## src/rtl/lsu_ctrl_pkg.sv

```systemverilog
// lsu_ctrl_pkg
// Shared definitions for the load/store unit: FSM state encodings,
// RV32 load/store func3 codes, decoder wmask constants and the
// misalignment predicate used when LSU_MISALIGN_CHECK_EN is defined.
package lsu_ctrl_pkg;

    // One operation at a time walks IDLE -> REQ -> RESP -> DONE -> IDLE
    typedef enum logic [1:0] {
        LSU_IDLE = 2'd0,
        LSU_REQ  = 2'd1,
        LSU_RESP = 2'd2,
        LSU_DONE = 2'd3
    } lsu_state_e;

    // Load func3 codes
    localparam logic [2:0] F3_LB  = 3'd0;
    localparam logic [2:0] F3_LH  = 3'd1;
    localparam logic [2:0] F3_LW  = 3'd2;
    localparam logic [2:0] F3_LBU = 3'd4;
    localparam logic [2:0] F3_LHU = 3'd5;

    // Store func3 codes
    localparam logic [2:0] F3_SB  = 3'd0;
    localparam logic [2:0] F3_SH  = 3'd1;
    localparam logic [2:0] F3_SW  = 3'd2;

    // Decoder write masks for byte / half / word accesses
    localparam logic [7:0] MASK_B = 8'h01;
    localparam logic [7:0] MASK_H = 8'h03;
    localparam logic [7:0] MASK_W = 8'h0F;

    // Half accesses need addr[0]=0, word accesses need addr[1:0]=0.
    // The load and store codes for half/word coincide, so one check
    // covers both directions.
    function automatic logic is_misaligned(input logic [2:0] func3,
                                           input logic [1:0] byte_off);
        logic half_acc;
        logic word_acc;
        half_acc = (func3 == F3_LH) || (func3 == F3_LHU);
        word_acc = (func3 == F3_LW);
        return (half_acc && byte_off[0]) || (word_acc && (byte_off != 2'b00));
    endfunction

endpackage

```

## src/rtl/lsu_ctrl_extend.sv

```systemverilog
// load_extend
// Combinational load-data shaper: picks the byte or half addressed by
// byte_off out of a bus word and sign/zero-extends it according to func3.
// Kept separate so a future cache read path can reuse it.
// Ports:
//   func3    - load type (lb/lh/lw/lbu/lhu; other codes yield 0)
//   byte_off - address bits [1:0]
//   word     - aligned data word from the bus
//   result   - extended load value
module load_extend
    import lsu_ctrl_pkg::*;
#(
    parameter int DATA_W = 32
) (
    input  logic [2:0]        func3,
    input  logic [1:0]        byte_off,
    input  logic [DATA_W-1:0] word,
    output logic [DATA_W-1:0] result
);

    logic [7:0]  byte_sel;
    logic [15:0] half_sel;

    // Halves are selected by addr[1] alone, so an odd-offset half
    // (only reachable when misalignment checking is off) reads the
    // half that contains the lower byte lanes.
    always_comb begin
        byte_sel = word[{byte_off, 3'b000} +: 8];
        half_sel = word[{byte_off[1], 4'b0000} +: 16];
        result   = '0;
        case (func3)
            F3_LB:   result = {{(DATA_W-8){byte_sel[7]}}, byte_sel};
            F3_LH:   result = {{(DATA_W-16){half_sel[15]}}, half_sel};
            F3_LW:   result = word;
            F3_LBU:  result = {{(DATA_W-8){1'b0}}, byte_sel};
            F3_LHU:  result = {{(DATA_W-16){1'b0}}, half_sel};
            default: result = '0;
        endcase
    end

endmodule

```

## src/rtl/lsu_ctrl.sv

```systemverilog
// lsu_ctrl
// Single-outstanding load/store unit between the decoder/execute stage
// and the data bus. Accepts one operation in IDLE, issues one bus request,
// waits for the response and presents the (extended) result to write-back.
// Optional feature macro: LSU_MISALIGN_CHECK_EN -- when defined, misaligned
// half/word accesses bypass the bus and complete with out_misalign=1.
// Ports:
//   clk, rst                   - clock, async active-high reset
//   in_valid/in_ready          - core-side operation handshake
//   in_wen/func3/wmask/addr/wdata - operation fields from decode/execute
//   req_valid/req_ready        - bus request handshake
//   req_addr/wen/wdata/wstrb   - word-aligned, lane-shifted bus request
//   rsp_valid/rsp_rdata        - bus response (read data or write ack)
//   out_valid/out_ready        - write-back handshake
//   out_rdata/out_misalign     - load result (0 for stores), misalign flag
module lsu_ctrl
    import lsu_ctrl_pkg::*;
#(
    parameter int ADDR_W = 32,
    parameter int DATA_W = 32
) (
    input  logic              clk,
    input  logic              rst,
    input  logic              in_valid,
    output logic              in_ready,
    input  logic              in_wen,
    input  logic [2:0]        in_func3,
    input  logic [7:0]        in_wmask,
    input  logic [ADDR_W-1:0] in_addr,
    input  logic [DATA_W-1:0] in_wdata,
    output logic              req_valid,
    input  logic              req_ready,
    output logic [ADDR_W-1:0] req_addr,
    output logic              req_wen,
    output logic [DATA_W-1:0] req_wdata,
    output logic [3:0]        req_wstrb,
    input  logic              rsp_valid,
    input  logic [DATA_W-1:0] rsp_rdata,
    output logic              out_valid,
    input  logic              out_ready,
    output logic [DATA_W-1:0] out_rdata,
    output logic              out_misalign
);

    lsu_state_e        state_q;
    lsu_state_e        state_d;

    logic              wen_q;
    logic [2:0]        func3_q;
    logic [7:0]        wmask_q;
    logic [ADDR_W-1:0] addr_q;
    logic [DATA_W-1:0] wdata_q;
    logic [DATA_W-1:0] rdata_q;
    logic [DATA_W-1:0] ext_result;
    logic              accept;
    logic              accept_misaligned;

    assign accept = (state_q == LSU_IDLE) && in_valid;

`ifdef LSU_MISALIGN_CHECK_EN
    logic misalign_q;

    assign accept_misaligned = is_misaligned(in_func3, in_addr[1:0]);
    assign out_misalign      = (state_q == LSU_DONE) && misalign_q;

    // The misalign flag is captured with the operation and only shown in DONE
    always_ff @(posedge clk or posedge rst) begin
        if (rst) begin
            misalign_q <= 1'b0;
        end else if (accept) begin
            misalign_q <= accept_misaligned;
        end
    end
`else
    assign accept_misaligned = 1'b0;
    assign out_misalign      = 1'b0;
`endif

    // Extract and extend the load value straight from the bus word
    load_extend #(
        .DATA_W (DATA_W)
    ) u_load_extend (
        .func3    (func3_q),
        .byte_off (addr_q[1:0]),
        .word     (rsp_rdata),
        .result   (ext_result)
    );

    // State register
    always_ff @(posedge clk or posedge rst) begin
        if (rst) begin
            state_q <= LSU_IDLE;
        end else begin
            state_q <= state_d;
        end
    end

    // Next-state logic; bus inputs only matter in the state that owns them,
    // so a response arriving alongside the request handshake is ignored
    always_comb begin
        state_d = state_q;
        case (state_q)
            LSU_IDLE: if (in_valid)  state_d = accept_misaligned ? LSU_DONE : LSU_REQ;
            LSU_REQ:  if (req_ready) state_d = LSU_RESP;
            LSU_RESP: if (rsp_valid) state_d = LSU_DONE;
            LSU_DONE: if (out_ready) state_d = LSU_IDLE;
            default:                 state_d = LSU_IDLE;
        endcase
    end

    // Operation fields are latched at accept so the request stays stable
    // while the bus stalls; the result register is cleared at accept so
    // stores and misaligned accesses report 0
    always_ff @(posedge clk or posedge rst) begin
        if (rst) begin
            wen_q   <= 1'b0;
            func3_q <= '0;
            wmask_q <= '0;
            addr_q  <= '0;
            wdata_q <= '0;
            rdata_q <= '0;
        end else begin
            if (accept) begin
                wen_q   <= in_wen;
                func3_q <= in_func3;
                wmask_q <= in_wmask;
                addr_q  <= in_addr;
                wdata_q <= in_wdata;
                rdata_q <= '0;
            end
            if ((state_q == LSU_RESP) && rsp_valid && !wen_q) begin
                rdata_q <= ext_result;
            end
        end
    end

    // Handshake and bus outputs; request fields are only driven in REQ and
    // the result only in DONE, so everything idles at its reset value
    always_comb begin
        in_ready  = (state_q == LSU_IDLE);
        req_valid = 1'b0;
        req_addr  = '0;
        req_wen   = 1'b0;
        req_wdata = '0;
        req_wstrb = '0;
        out_valid = 1'b0;
        out_rdata = '0;
        if (state_q == LSU_REQ) begin
            req_valid = 1'b1;
            req_addr  = {addr_q[ADDR_W-1:2], 2'b00};
            req_wen   = wen_q;
            req_wdata = DATA_W'(wdata_q << {addr_q[1:0], 3'b000});
            req_wstrb = 4'(wmask_q << addr_q[1:0]);
        end
        if (state_q == LSU_DONE) begin
            out_valid = 1'b1;
            out_rdata = rdata_q;
        end
    end

endmodule

```

## config.mk

```make
export PLATFORM = sky130hd
export DESIGN_NAME = lsu_ctrl
export DESIGN_NICKNAME = d
export VERILOG_FILES = /design/src/rtl/lsu_ctrl_pkg.sv /design/src/rtl/lsu_ctrl_extend.sv /design/src/rtl/lsu_ctrl.sv
export SDC_FILE = /design/constraint.sdc
export NUM_CORES = 1
export LEC_CHECK = 0
export ABC_AREA = 1
export BUFFER_PORTS_ARGS = -buffer_cell sky130_fd_sc_hd__buf_2
export CAP_MARGIN = 20
export CORE_ASPECT_RATIO = 1.5
export CORE_MARGIN = 1
export CORE_UTILIZATION = 30
export CTS_CLUSTER_SIZE = 20
export DETAILED_ROUTE_END_ITERATION = 6
export SYNTH_ARGS = -nofsm -noshare
export SYNTH_HDL_FRONTEND = slang
export SYNTH_SLANG_ARGS = --single-unit
```

## constraint.sdc

```tcl
create_clock -name clk -period 4.1 [get_ports clk]
set_clock_uncertainty 0.2 [all_clocks]
set_input_delay 0.41 -clock clk [delete_from_list [all_inputs] [get_ports clk]]
set_output_delay 0.41 -clock clk [all_outputs]
set_load 0.005 [all_outputs]
```

* Yosys cells after proc, flatten, opt, wreduce, memory -nomap -nowiden
Index checks and enable logic that the tools add are counted.
** Storage, ports and cells
- Register bits :: 110
- Input bits :: 114
- Output and inout bits :: 105
- Word-level logic and storage cells :: 45
** Operators by class
- Equal/unequal tests :: 11
- Shift-type cells :: 4
- Mux-type cells :: 15
- Reduce and logical (&&, ||, !) cells :: 8
** Operator list (number)
- $mux W32 :: 5
- $pmux W32 S5 :: 1
- $shiftx A32 B6 Y16 :: 1
- $shiftx A32 B6 Y8 :: 1
- $shl A32 B5 Y32 :: 1
- $mux W2 :: 4
- $ne A2 B2 Y1 const B :: 4
- $pmux W2 S4 :: 1
- $shl A8 B2 Y4 :: 1
- $eq A3 B3 Y1 const B :: 2
- $eq A2 B2 Y1 const B :: 2
- $mux W4 :: 1
- $reduce_and A4 Y1 :: 1
- $eq A3 B1 Y1 const B :: 1
- $eq A3 B2 Y1 const B :: 1
- $logic_and A1 B1 Y1 :: 3
- $logic_not A3 Y1 :: 1
- $mux W1 :: 3
- $eq A2 B1 Y1 const B :: 1
- $logic_not A2 Y1 :: 1
- $reduce_bool A2 Y1 :: 1
- $logic_not A1 Y1 :: 1

* Longest topological paths before layout
- Depth after elaboration :: 4
- Gate-level depth with buffers :: 10
- Gate-level depth less buffers :: 9

* By module
A second synthesis with hierarchy kept.
** Unflattened totals
- Cell total of the unflattened synthesis :: 932
- Area total of the unflattened synthesis :: 6442.4 µm²
** Modules (own cells, without submodules)
- lsu_ctrl :: times used 1, cells an instance 735, area an instance 5539.1 µm², sequential area each 2652.5 µm²
- load_extend :: times used 1, cells an instance 197, area an instance 903.4 µm², sequential area each 0.0 µm²

* Least setup slack after synthesis
Ideal clock, no wire load.
- Kind :: reg2out
- From :: register state_q[1]
- To :: output port req_wdata[23]
- Arrival time :: 1.326 ns
- Required time :: 3.490 ns
- Path slack :: 2.164 ns
- Stages on the path, launching flop included :: 7
- Path buffers :: 2
- Cell sequence :: dfrtp_1 inv_1 ha_1 buf_2 nand2_1 buf_2 o22ai_1
** On the way
- Longest elaborated chain between the ends :: 2
** Ends and longest elaborated chain
- start: declaration :: RTL line lsu_ctrl.sv:45 : lsu_state_e state_q;
- start signal: assignment :: RTL line lsu_ctrl.sv:94 : state_q <= state_d;
- $eq A2 B1 Y1 :: RTL line lsu_ctrl.sv:148 : if (state_q == LSU_REQ) begin
- $mux W32 :: RTL line lsu_ctrl.sv:148
- end: declaration :: RTL line lsu_ctrl.sv:35 : output logic [DATA_W-1:0] req_wdata,
Every way passes these cells.

* Final worst setup path
Same ends and word-level chain as after synthesis.

==> flow_summary.yaml <==
status:
  status: "finished clean"
pwr:
  power.leakage_nw: 4.74
  peakVddDrop_v: 0.000224
  power.density_mw_per_mm2: 672
drt:
  drt_wl_total_um: 16900
  vias: 5709
  drc: 0
  post_drt_wl_per_cell_um: 13.2
  drt_iter0_drc: 281
  firstDrtPassIters: 5
  ant_nets: 0
  viasPerCell: 4.47
worst_setup_path:
  worstSetupStartpointType: "flop"
  crit_required_ns: 3.49
  r2r_start: "state_q[0]"
  arrival_ns: 2.36
  ff2ff_path_depth: 6
  worstSetupStartpoint: "state_q[1]"
  r2r_end: "wdata_q[4]"
  end_kind: "output pin"
  worst-setup-path-type: "flop to output pin"
  crit_fanout: 35
  setup.worst_path.end: "req_wdata[23]"
  reg2reg_slack_ns: 1.71
sta:
  setup_viol: 0
  rsz0062_at_grt: "no"
  worstMarginPinSlew_ns: 0.994
  fin_crit_sh_pct: 72.5
  worst_slack_ns: 1.13
  max-slew-margin-rel_pct: 33.7
  period_needed_ns: 2.97
  slew_viol_final: 0
  max_clock_freq_ghz: 0.336
  hold_violations: 0
  setup_tns_ns: 0
  whs_ns: 0.0776
logic_synthesis:
  synth-seq-area-share_pct: 44.0
  synth-async-reset-ratio_pct: 100
  synthCells: 824
  synth_top_cell_area_share_pct: 44.0
  yosys_register_bits: 106
  netlist_top_cells_count: "nand2_1 (299), inv_1 (124), dfrtp_1 (106)"
  synth_top_family_by_area: "simple AND/OR/NAND/NOR gates"
  syn_avg_cell_area_um2: 7.32
  synth_mux_area_share_pct: 8.19
  synth.most_common_cell: "nand2_1"
  yosysTopAreaCell: "dfrtp_1"
  synth_compound_area_share_pct: 7.69
  synth_edf_count: 0
  synthSimpleGateAreaFrac_pct: 27.0
  ys_types: 28
  yosys.area_share.xor_xnor_pct: 0
  synthTopCellsByArea: "dfrtp_1 (44%), nand2_1 (19%), mux2_2 (8.0%)"
  synth_area_mm2: 0.00603
  synth_fa_ha_area_share_pct: 0.830
  synthFlopType: "dfrtp_1"
  yosys_warnings: 0
global_route:
  grt_pass1_wl_um: 27200
  grt_pass1_vias: 5393
  grt_overflow: 0
  grtUsageTotal_pct: 16.7
  antenna_found_initial: 4
  grt_max_degree: 83
worst_hold_path:
  min_path_type: "input pin to flop"
die:
  initial_utilization_pct: 30.6
  ios: 219
  num_rows: 63
  die_h_um: 176
  fp.coreArea_mm2: 0.0197
  die-area_mm2: 0.0207
  die_x_um: 118
placement:
  port_buffers: 211
  gp_congestion: 0.869
  pre_cts_ws_ns: 1.45
  dp.final_hpwl_um: 12500
cells_and_area:
  fill_cells: 2154
  drive_above_1_share_pct: 30.0
  area_delta_synth_final_pct: 25.9
  nets: 1129
clocking:
  htreeDepth: 3
  clock_latency_ns: 0.35
  clock_sinks: 106
  cts_buffer_depth: 2
  cts_setup_buffers: 0
  clockRootBuffer: "clkbuf_16"
  cts.clk_slew.worst_paths_ns: 0.08
  cts_tree: "done"
  cts_resized: 0
  cts_buffers: 9
job:
  drv_cap: 0
[kinds of logic after synthesis]
logic type | Yosys count
simple gates | 408
buf+inv | 174
flops | 106
compound gates | 87
mux | 44
fa+ha+maj | 4
other cells | 1
[worst max-delay path, cell delays in order, from the launching register on]
cell     delay (ns)
dfrtp_1        0.41
inv_1          0.10
ha_1           0.15
buf_4          0.35
nand2_1        0.50
o22ai_1        0.31
buf_2          0.17
[cell usage in the layout (no fill, tap or decap), types with 11 or more instances in the layout]
cell,count
a21oi_1,29
buf_2,211
dfrtp_1,106
inv_1,123
mux2_2,43
nand2_1,298
nand3_1,18
nor2_1,71
nor2_2,11
o21ai_0,36
o22ai_1,20
[what timing repair did]
item,CTS,global route
hold buffers,1,0
hold endpoints to repair,2,0
endpoints found under the setup margin,0,0
[how the worst min path moves through the flow]
stage | startpoint | to | slack [ns] | depth (start not counted)
floorplan | rdata_q[7] | rdata_q[7] | 0.25 | 2
global placement | rdata_q[22] | rdata_q[22] | 0.26 | 2
detailed placement | rdata_q[30] | rdata_q[30] | 0.26 | 2
CTS | in_addr[25] | addr_q[25] | 0.06 | 2
global route | in_addr[25] | addr_q[25] | 0.06 | 2
finish | in_addr[13] | addr_q[13] | 0.08 | 2
[metrics by stage]
step                std cells  instance area [um2]  util (%)  power (mW)
floorplan                 826                 6040         -        3.44
global placement         1259                 7250      36.8        4.14
detailed placement       1259                 7250      36.8        4.19
CTS                      1276                 7590      38.5        5.19
global route             1277                 7590      38.5        5.57
finish                   1278                 7590      38.5        5.11
[sequential cells by signal (all words and copies together), names as in the netlist]
signal	count
func3_q	3
addr_q	32
wdata_q	32
wmask_q	4
wen_q	1
state_q	2
rdata_q	32
[metal layers]
layer  vias to the layer above  global-route usage (%)  wire length, um
li1                       2871                       -                -
met1                      2618                    19.1             6860
met2                       190                    29.6             8610
met3                        26                    3.83              969
met4                         4                    7.26              439
met5                         -                       0               30
[report_power, final]
| part | internal, mW | switching (mW) |
|---|---|---|
| Clock | 0.547 | 0.429 |
| Sequential | 1.52 | 0.317 |
| Combinational | 0.936 | 1.36 |
[area by class of cell]
type | instances | area (um2) | area share [%]
Clock inverter | 7 | 106 | 1.40
Timing Repair Buffer | 222 | 1140 | 15.0
Clock buffer | 9 | 225 | 2.97
Sequential cell | 106 | 2650 | 34.9
Inverter | 126 | 475 | 6.26
Tap cell | 260 | 325 | 4.28
Multi-Input combinational cell | 546 | 2660 | 35.1
Antenna cell | 2 | 5.00 | 0.0659
Note: power is estimated with default switching activity, not from simulation.
